$ cat src/rtl/pc_next_controller.sv
// pc_next_controller
//   IF-stage next-PC selection. Every cycle it produces the address to load
//   into the PC register and the matching write strobe. The address is one of:
//   the sequential step, a branch or jump redirect, or a redirect that was
//   parked while a hazard stall was active.
//
// Ports
//   Clock        rising-edge clock
//   Reset        asynchronous, active-high
//   PC           current PC register value
//   Stall        load-use hazard stall (level); blocks the PC update
//   BranchTaken  branch resolved taken (pulse); wins over Jump
//   BranchTarget branch target byte address
//   Jump         jump / jr resolved (pulse)
//   JumpTarget   jump target byte address
//   Address      next PC value (combinational)
//   WriteEnable  PC load strobe
//   Flush        squash IF/ID; high in the cycle a redirect is applied
//   Wrap         selected address exceeded MAX_ADDR and was forced to 0
//   Misalign     applied target had nonzero bits[1:0]
//   Overrun      redirect arrived while one was already pending (dropped)
module pc_next_controller #(
  parameter int MAX_ADDR   = 228,
  parameter int INCREMENT  = 4,
  parameter int RESET_HOLD = 1
) (
  input  logic        Clock,
  input  logic        Reset,
  input  logic [31:0] PC,
  input  logic        Stall,
  input  logic        BranchTaken,
  input  logic [31:0] BranchTarget,
  input  logic        Jump,
  input  logic [31:0] JumpTarget,
  output logic [31:0] Address,
  output logic        WriteEnable,
  output logic        Flush,
  output logic        Wrap,
  output logic        Misalign,
  output logic        Overrun
);

  localparam logic [31:0] MAX_A    = 32'(MAX_ADDR);
  localparam logic [31:0] INC      = 32'(INCREMENT);
  localparam logic [3:0]  HOLD_CNT = 4'(RESET_HOLD);

  typedef enum logic [1:0] {HOLD, RUN, STALL, PEND} state_t;

  state_t      state, state_nx;
  logic [31:0] pending, pending_nx;  // raw target; low bits kept for Misalign
  logic [3:0]  cnt, cnt_nx;

  logic        redirect;
  logic [31:0] raw_tgt, seq_addr;

  assign redirect = BranchTaken | Jump;
  assign raw_tgt  = BranchTaken ? BranchTarget : JumpTarget;
  assign seq_addr = PC + INC;

  // state register
  always_ff @(posedge Clock or posedge Reset) begin
    if (Reset) begin
      state   <= HOLD;
      cnt     <= HOLD_CNT;
      pending <= '0;
    end else begin
      state   <= state_nx;
      cnt     <= cnt_nx;
      pending <= pending_nx;
    end
  end

  // next state
  always_comb begin
    state_nx   = state;
    cnt_nx     = cnt;
    pending_nx = pending;
    case (state)
      HOLD: begin
        cnt_nx = cnt - 4'd1;
        if (cnt <= 4'd1) state_nx = RUN;
      end
      RUN, STALL: begin
        if (Stall) begin
          if (redirect) begin
            pending_nx = raw_tgt;
            state_nx   = PEND;
          end else begin
            state_nx = STALL;
          end
        end else begin
          state_nx = RUN;
        end
      end
      PEND: begin
        // first parked redirect wins; later ones only raise Overrun
        if (!Stall) state_nx = RUN;
      end
      default: state_nx = HOLD;
    endcase
  end

  // outputs
  logic [31:0] addr_sel;
  always_comb begin
    addr_sel    = '0;
    WriteEnable = 1'b0;
    Flush       = 1'b0;
    Misalign    = 1'b0;
    Overrun     = 1'b0;
    Wrap        = 1'b0;
    Address     = '0;
    case (state)
      RUN, STALL: begin
        if (!Stall) begin
          WriteEnable = 1'b1;
          if (redirect) begin
            addr_sel = {raw_tgt[31:2], 2'b00};
            Flush    = 1'b1;
            Misalign = |raw_tgt[1:0];
          end else begin
            addr_sel = seq_addr;
          end
        end else begin
          addr_sel = PC;
        end
      end
      PEND: begin
        Overrun = redirect;
        if (!Stall) begin
          WriteEnable = 1'b1;
          Flush       = 1'b1;
          addr_sel    = {pending[31:2], 2'b00};
          Misalign    = |pending[1:0];
        end else begin
          addr_sel = PC;
        end
      end
      default: ;
    endcase
    // out-of-range writes fold back to address 0
    Wrap    = WriteEnable && (addr_sel > MAX_A);
    Address = Wrap ? '0 : addr_sel;
    if (Reset) begin
      Address     = '0;
      WriteEnable = 1'b0;
      Flush       = 1'b0;
      Wrap        = 1'b0;
      Misalign    = 1'b0;
      Overrun     = 1'b0;
    end
  end

endmodule
$ cat config.mk
export PLATFORM = sky130hd
export DESIGN_NAME = pc_next_controller
export DESIGN_NICKNAME = d
export VERILOG_FILES = /design/src/rtl/pc_next_controller.sv
export SDC_FILE = /design/constraint.sdc
export NUM_CORES = 1
export LEC_CHECK = 0
export ABC_AREA = 1
export CAP_MARGIN = 20
export CORE_ASPECT_RATIO = 1.25
export CORE_MARGIN = 2
export CORE_UTILIZATION = 52
export DETAILED_ROUTE_END_ITERATION = 7
export PLACE_DENSITY = 0.87
export SYNTH_ARGS = -nofsm -noshare
export SYNTH_HDL_FRONTEND = slang
export SYNTH_SLANG_ARGS = --single-unit
$ cat constraint.sdc
create_clock -name Clock -period 8.2 [get_ports Clock]
set_input_delay 2.46 -clock Clock [delete_from_list [all_inputs] [get_ports Clock]]
set_output_delay 2.46 -clock Clock [all_outputs]
set_load 0.005 [all_outputs]
==> metrics, run 1 <==
clk root buf clkbuf_8; number of cells traversed by the worst register-to-register path 8; Die X-Extent 87.74 µm; detailed route wirelength on metal2 8310 µm; vias per cell 5.691; async set-or-reset flop fraction in the synthesized netlist 1.000; most used cells in the layout excluding fill and tap cells nand2_1 (305), clkdlybuf4s50_1 (128), nand3_1 (84), nor2_1 (69), a21oi_1 (65); endpoint kind of the worst setup timing path primary output; Worst EP required 5.74 ns; beginning of the worst hold path cnt[3]; Hold Violations, Final 0; leading cell type in the layout, fill and taps excluded nand2_1; worst-case clock skew 0.006968 ns; final critical-path required period 8.025 ns; Worst R2R Start state[0]; outcome complete, but fails checks; # Max-Cap Violations 0; startpoint class of the critical path input pin; warnings from Yosys 0; biggest area consumer among synthesized cells nand2_1; XOR/XNOR share of the synthesized area 0.01153; Clock Pin Slew Worst Setup and Hold Paths 0.06 ns; final-report max-slew violation count 0; Initial Utilization 0.5297; synthesized netlist net count 924; headroom to the max-slew limit 0.3190; worst hold path type flip-flop to flip-flop; placeable core area 0.008606 mm²; type of the worst setup path input pin to primary output; Static Leakage 0.002905 µW; die outline height 108.7 µm; final wirelength 17600 µm; WHS 0.4728 ns; Min-Delay Path Depth 1; first-pass iteration count of the detailed router 8; main combinational cell family by area after synthesis simple AND/OR/NAND/NOR gates; CTS hold repair buffers 0; Synth top area share 0.2561; maximum vdd drop 0.2303 mV; vias in the first global route 5542; detailed placer's ending HPWL 13610 µm; highest net fanout along the worst path 12; floorplan row count 38; number of unique standard cell types used by synthesis 40; post-synthesis share of cell area spent on full adders, half adders and majority gates 0.01647; initial antenna violation count 0; global-route wire length before repair 27370 µm; post-detailed-route wirelength per cell 16.62 µm; slack of the worst reg-to-reg path 5.16 ns; share of post-route cells with drive strength above 1 0.09798; WHS Endpoint cnt[3]; CTS tree built; H-tree lvl count 2; Avg Cell Area, Syn 5.579 µm²; vias post-DR 6027; Synth Area in Simple Gates 0.4749; Antenna Nets Post-Route 0; failing checks design-rule violations; Ant. Diodes 0; layout-stage area growth over the synthesis result 36.40%; arrival time reported for the critical path endpoint 5.56 ns; number of flops mapped to enable cells by yosys 0; setup-violating endpoint count in the final report 0; power per standard cell area 192.2 mW/mm²; post-route met1 wirelength 6960 µm; number of port buffers 137; Worst Max-Slew Pin Slew 1.022 ns; number of buffers created by CTS 5; number of clock sinks 38; overflow left after global routing 0; Longest Clk Path Bufs 2; routed length on met3 1701 µm; worst skew pair latency 0.30 ns; total global routing track utilization 0.3702; number of top-level design ports 138; post-synthesis mux area share 0.004392; number of DRC violations after detailed-routing iteration 0 662; count of nets after finishing 1046; maximum number of pins on one net before global-route repair 44; maximum clock frequency 0.1246 GHz; R2R Path End pending[14]; Final Cycle Share 0.9786; portion of the post-synthesis area used by sequential elements 0.2089; Compound-Gate Fraction of Synth Area 0.1900; # DRC 2; #FFs+latches synth 38; dominant cells by area after synthesis nand2_1 (26%), dfrtp_1 (20%), nand3_1 (9.2%), a21oi_1 (7.1%), nor2_1 (6.4%); Mapped Cells 817; die area 0.009535 mm²; Final GP Congestion 1.028; Top Metal Used met4; cell area after technology mapping 0.004558 mm²; Top FF cell, synth dfrtp_1; Core Util, Final 0.7224
==> worst max path at each step <==
stage,startpoint,end,slack [ns],depth (start not counted)
floorplan,Reset,Address[22],1.51,4
global placement,PC[3],Wrap,0.16,20
detailed placement,PC[12],Address[16],0.10,19
CTS,PC[12],Address[16],0.09,19
global route,BranchTaken,Address[16],-0.02,20
finish,BranchTaken,Address[16],0.18,20
==> power breakdown <==
group | switching [µW] | total [µW] | internal, µW
Combinational | 450 | 741 | 291
Clock | 62.4 | 121 | 58.5
Sequential | 52.6 | 333 | 281
==> sequential cells by signal, summed over array words and instances, names as in the netlist <==
register  cells
pending      32
cnt           4
state         2
==> critical path, cell delays in order <==
cell and delay, ns:
clkdlybuf4s50_1 0.47, buf_6 0.17, clkinvlp_4 0.19, clkbuf_2 0.20, buf_4 0.15, nand2_1 0.05
nand2_1 0.07, a21oi_1 0.13, nand2_1 0.07, nand2_1 0.06, nand2_1 0.12, nand2_1 0.13
nand2_1 0.07, nor2_1 0.10, nand2_1 0.08, nor2_2 0.10, nand2_2 0.08, buf_4 0.20
a21oi_2 0.14, clkdlybuf4s50_1 0.52
==> metal layers <==
| metal | up-vias | global-route usage |
|---|---|---|
| met5 | - | 0 |
| met4 | 0 | 0.1593 |
| met3 | 43 | 0.06056 |
| met2 | 365 | 0.5860 |
| met1 | 2733 | 0.4974 |
| li1 | 2886 | - |
==> timing repair <==
action / CTS / global route
buffers inserted: 0 / 5
setup endpoints to repair: 0 / 33
gates resized for setup: 0 / 32
==> cell type report <==
cell class              count  area, µm²
clock buffers               7      76.32
fillers                   761       2389
inverters                  59      227.7
multi-input cells         677       3246
flip-flops and latches     38      952.2
well taps                 120      150.1
repair buffers            158       1565
==> per-stage QoR <==
stage | setup slack [ns] | TNS (ns) | power (µW) | cell area [µm²] | cells
final | 0.1751 | 0 | 1195 | 6217 | 1059
after global placement | 0.1597 | 0 | 1028 | 6016 | 1047
after floorplan | 1.508 | 0 | 780.0 | 4558 | 817
after detailed placement | 0.1028 | 0 | 1048 | 6016 | 1047
after global routing | -0.01562 | -0.03793 | 1294 | 6217 | 1059
after CTS | 0.09158 | 0 | 1171 | 6092 | 1054
==> cells by family after synthesis <==
kind of cell	Yosys count
adders and majority gates	6
DFF	38
and+or+nand+nor	513
muxes	2
xor gates and xnor gates	6
AOI/OAI and AO/OA	150
buffers and inverters	102
==> synth_stat cells (all sizes together) (3+ instances only) <==
master	count
xor2	5
clkbuf	23
a21oi	85
dfrtp	37
nand4	3
buf	20
nand3	84
ha	6
a31oi	16
nand2	316
nor2	90
inv	59
o21ai	41
nand3b	4
or2	9
nor3	4
Power figures use the tool's default switching activity.
==> run 2: changes to the inputs <==
CORE_MARGIN = not set   (was 2)
GPL_TIMING_DRIVEN = 0   (was not set)
==> run 2 against run 1 <==
The run now ends clean. Maximum frequency down 0.60%. Clock power up 31%. Sequential power grew 3%. Critical path depth down 9. Global-route usage rose by 3.2 points. Sequential share of layout area decreased by 0.095 points. Die area decreased by 4.1%. Routed wire length up 3.6%. Core utilization up 2.4 points. First-iteration DRC count increased by 47%. Largest power group unchanged.
==> metrics, run 2 (synthesized netlist as in run 1, its figures left out) <==
outcome finished, final reports clean; Final GP Congestion 1.047; final critical-path required period 8.074 ns; final-report max-slew violation count 0; Static Leakage 0.002923 µW; Clock Pin Slew Worst Setup and Hold Paths 0.07 ns; share of post-route cells with drive strength above 1 0.08732; worst-case clock skew 0.006322 ns; floorplan row count 37; Worst EP required 5.74 ns; most used cells in the layout excluding fill and tap cells nand2_1 (310), clkdlybuf4s50_1 (128), nand3_1 (84), nor2_1 (72), a21oi_1 (65); # DRC 0; number of buffers created by CTS 5; placeable core area 0.008379 mm²; # Max-Cap Violations 0; overflow left after global routing 0; placed cell count 1071; initial antenna violation count 0; final wirelength 18230 µm; type of the worst setup path input pin to primary output; max reg flops 32; CTS tree built; global-route wire length before repair 28500 µm; Final Cycle Share 0.9846; fill cell instance count of the final layout 650; maximum vdd drop 0.1966 mV; highest net fanout along the worst path 10; vias in the first global route 5850; maximum clock frequency 0.1239 GHz; worst hold path type flip-flop to flip-flop; Antenna Nets Post-Route 0; Die X-Extent 85.74 µm; count of nets after finishing 1068; Initial Utilization 0.5440; arrival time reported for the critical path endpoint 5.61 ns; post-detailed-route wirelength per cell 16.90 µm; number of port buffers 136; Longest Clk Path Bufs 2; first-pass iteration count of the detailed router 6; power per standard cell area 199.7 mW/mm²; setup-violating endpoint count in the final report 0; number of clock sinks 38; vias post-DR 6308; maximum number of pins on one net before global-route repair 33; Hold Violations, Final 0; post-layout instance count excluding filler cells 1079; die outline height 106.7 µm; endpoint kind of the worst setup timing path primary output; Power Total 1249 µW; detailed placer's ending HPWL 14560 µm; Worst Max-Slew Pin Slew 0.6943 ns; number of top-level design ports 138; clk root buf clkbuf_8; die area 0.009146 mm²; unrepaired setup endpoints after global routing false; layout-stage area growth over the synthesis result 37.25%; headroom to the max-slew limit 0.5371; H-tree lvl count 2; vias per cell 5.846; register with the most flip-flops pending; leading cell type in the layout, fill and taps excluded nand2_1; Ant. Diodes 0; biggest registers after layout pending x32, cnt x4, state x2; startpoint class of the critical path input pin; worst skew pair latency 0.30 ns; number of DRC violations after detailed-routing iteration 0 973; buffers inserted during post-CTS setup optimization 0; total global routing track utilization 0.4018
## run 2: timing repair
action / in CTS / in global routing
setup endpoints to repair: 31 / 33
hold buffers: 0 / 0
gates resized for setup: 2 / 17
## run 2: path summary, 6_finish.rpt
path,from,endpoint,slack (ns),cells past startpoint
worst max-delay path,Stall,Address[12],0.13,11
worst min-delay path,pending[17],pending[17],0.48,2
worst max register to register,state[0],pending[22],6.03,7
worst min register to register,pending[17],pending[17],0.48,2
max in group asynchronous,Reset,cnt[0],4.65,4
min in group asynchronous,Reset,pending[23],2.97,3
## run 2: per-layer routing
layer	routed length, µm	up-vias	global-route usage
li1	-	2936	-
met1	6651	2744	0.4862
met2	8602	535	0.6926
met3	2055	93	0.05235
met4	925	0	0.2083
met5	0	-	0
## run 2: metrics by stage
step / cell area (µm²) / setup WS, ns / setup TNS, ns / util / hold slack, ns
finish: 6256 / 0.1263 / 0 / 0.7466 / 0.4795
global route: 6256 / 0.00003286 / 0 / 0.7466 / 0.5019
CTS: 6201 / 0.001795 / 0 / 0.7400 / 0.4722
detailed placement: 6087 / -0.09026 / -1.626 / 0.7264 / 0.4546
global placement: 6066 / -0.3248 / -3.354 / 0.7239 / 0.4514
floorplan: 4558 / 1.508 / 0 / - / 0.4366
## run 2: report_power, final
part	leakage, µW	internal [µW]	switching [µW]
Combinational	0.00242	293	455
Clock	0.0000579	89.5	68.7
Sequential	0.000447	281	61.8
## run 2: worst max-delay path: stages
cell and delay (ns):
clkdlybuf4s50_1 0.57, buf_2 0.28, clkbuf_1 0.41, nor2_1 0.27, o21ai_0 0.32, nand3_1 0.14
nor2_2 0.13, nand2_2 0.15, buf_6 0.19, a21oi_2 0.15, clkdlybuf4s50_1 0.54
## run 2: final cells by class
class | count | area, µm² | share of cell area
Multi-Input combinational cell | 677 | 3218 | 0.5144
Inverter | 59 | 221.5 | 0.03540
Tap cell | 117 | 146.4 | 0.02340
Clock buffer | 5 | 68.82 | 0.01100
Sequential cell | 38 | 952.2 | 0.1522
Buffer | 43 | 207.7 | 0.03320
Timing Repair Buffer | 137 | 1401 | 0.2240
Clock inverter | 3 | 40.04 | 0.006400
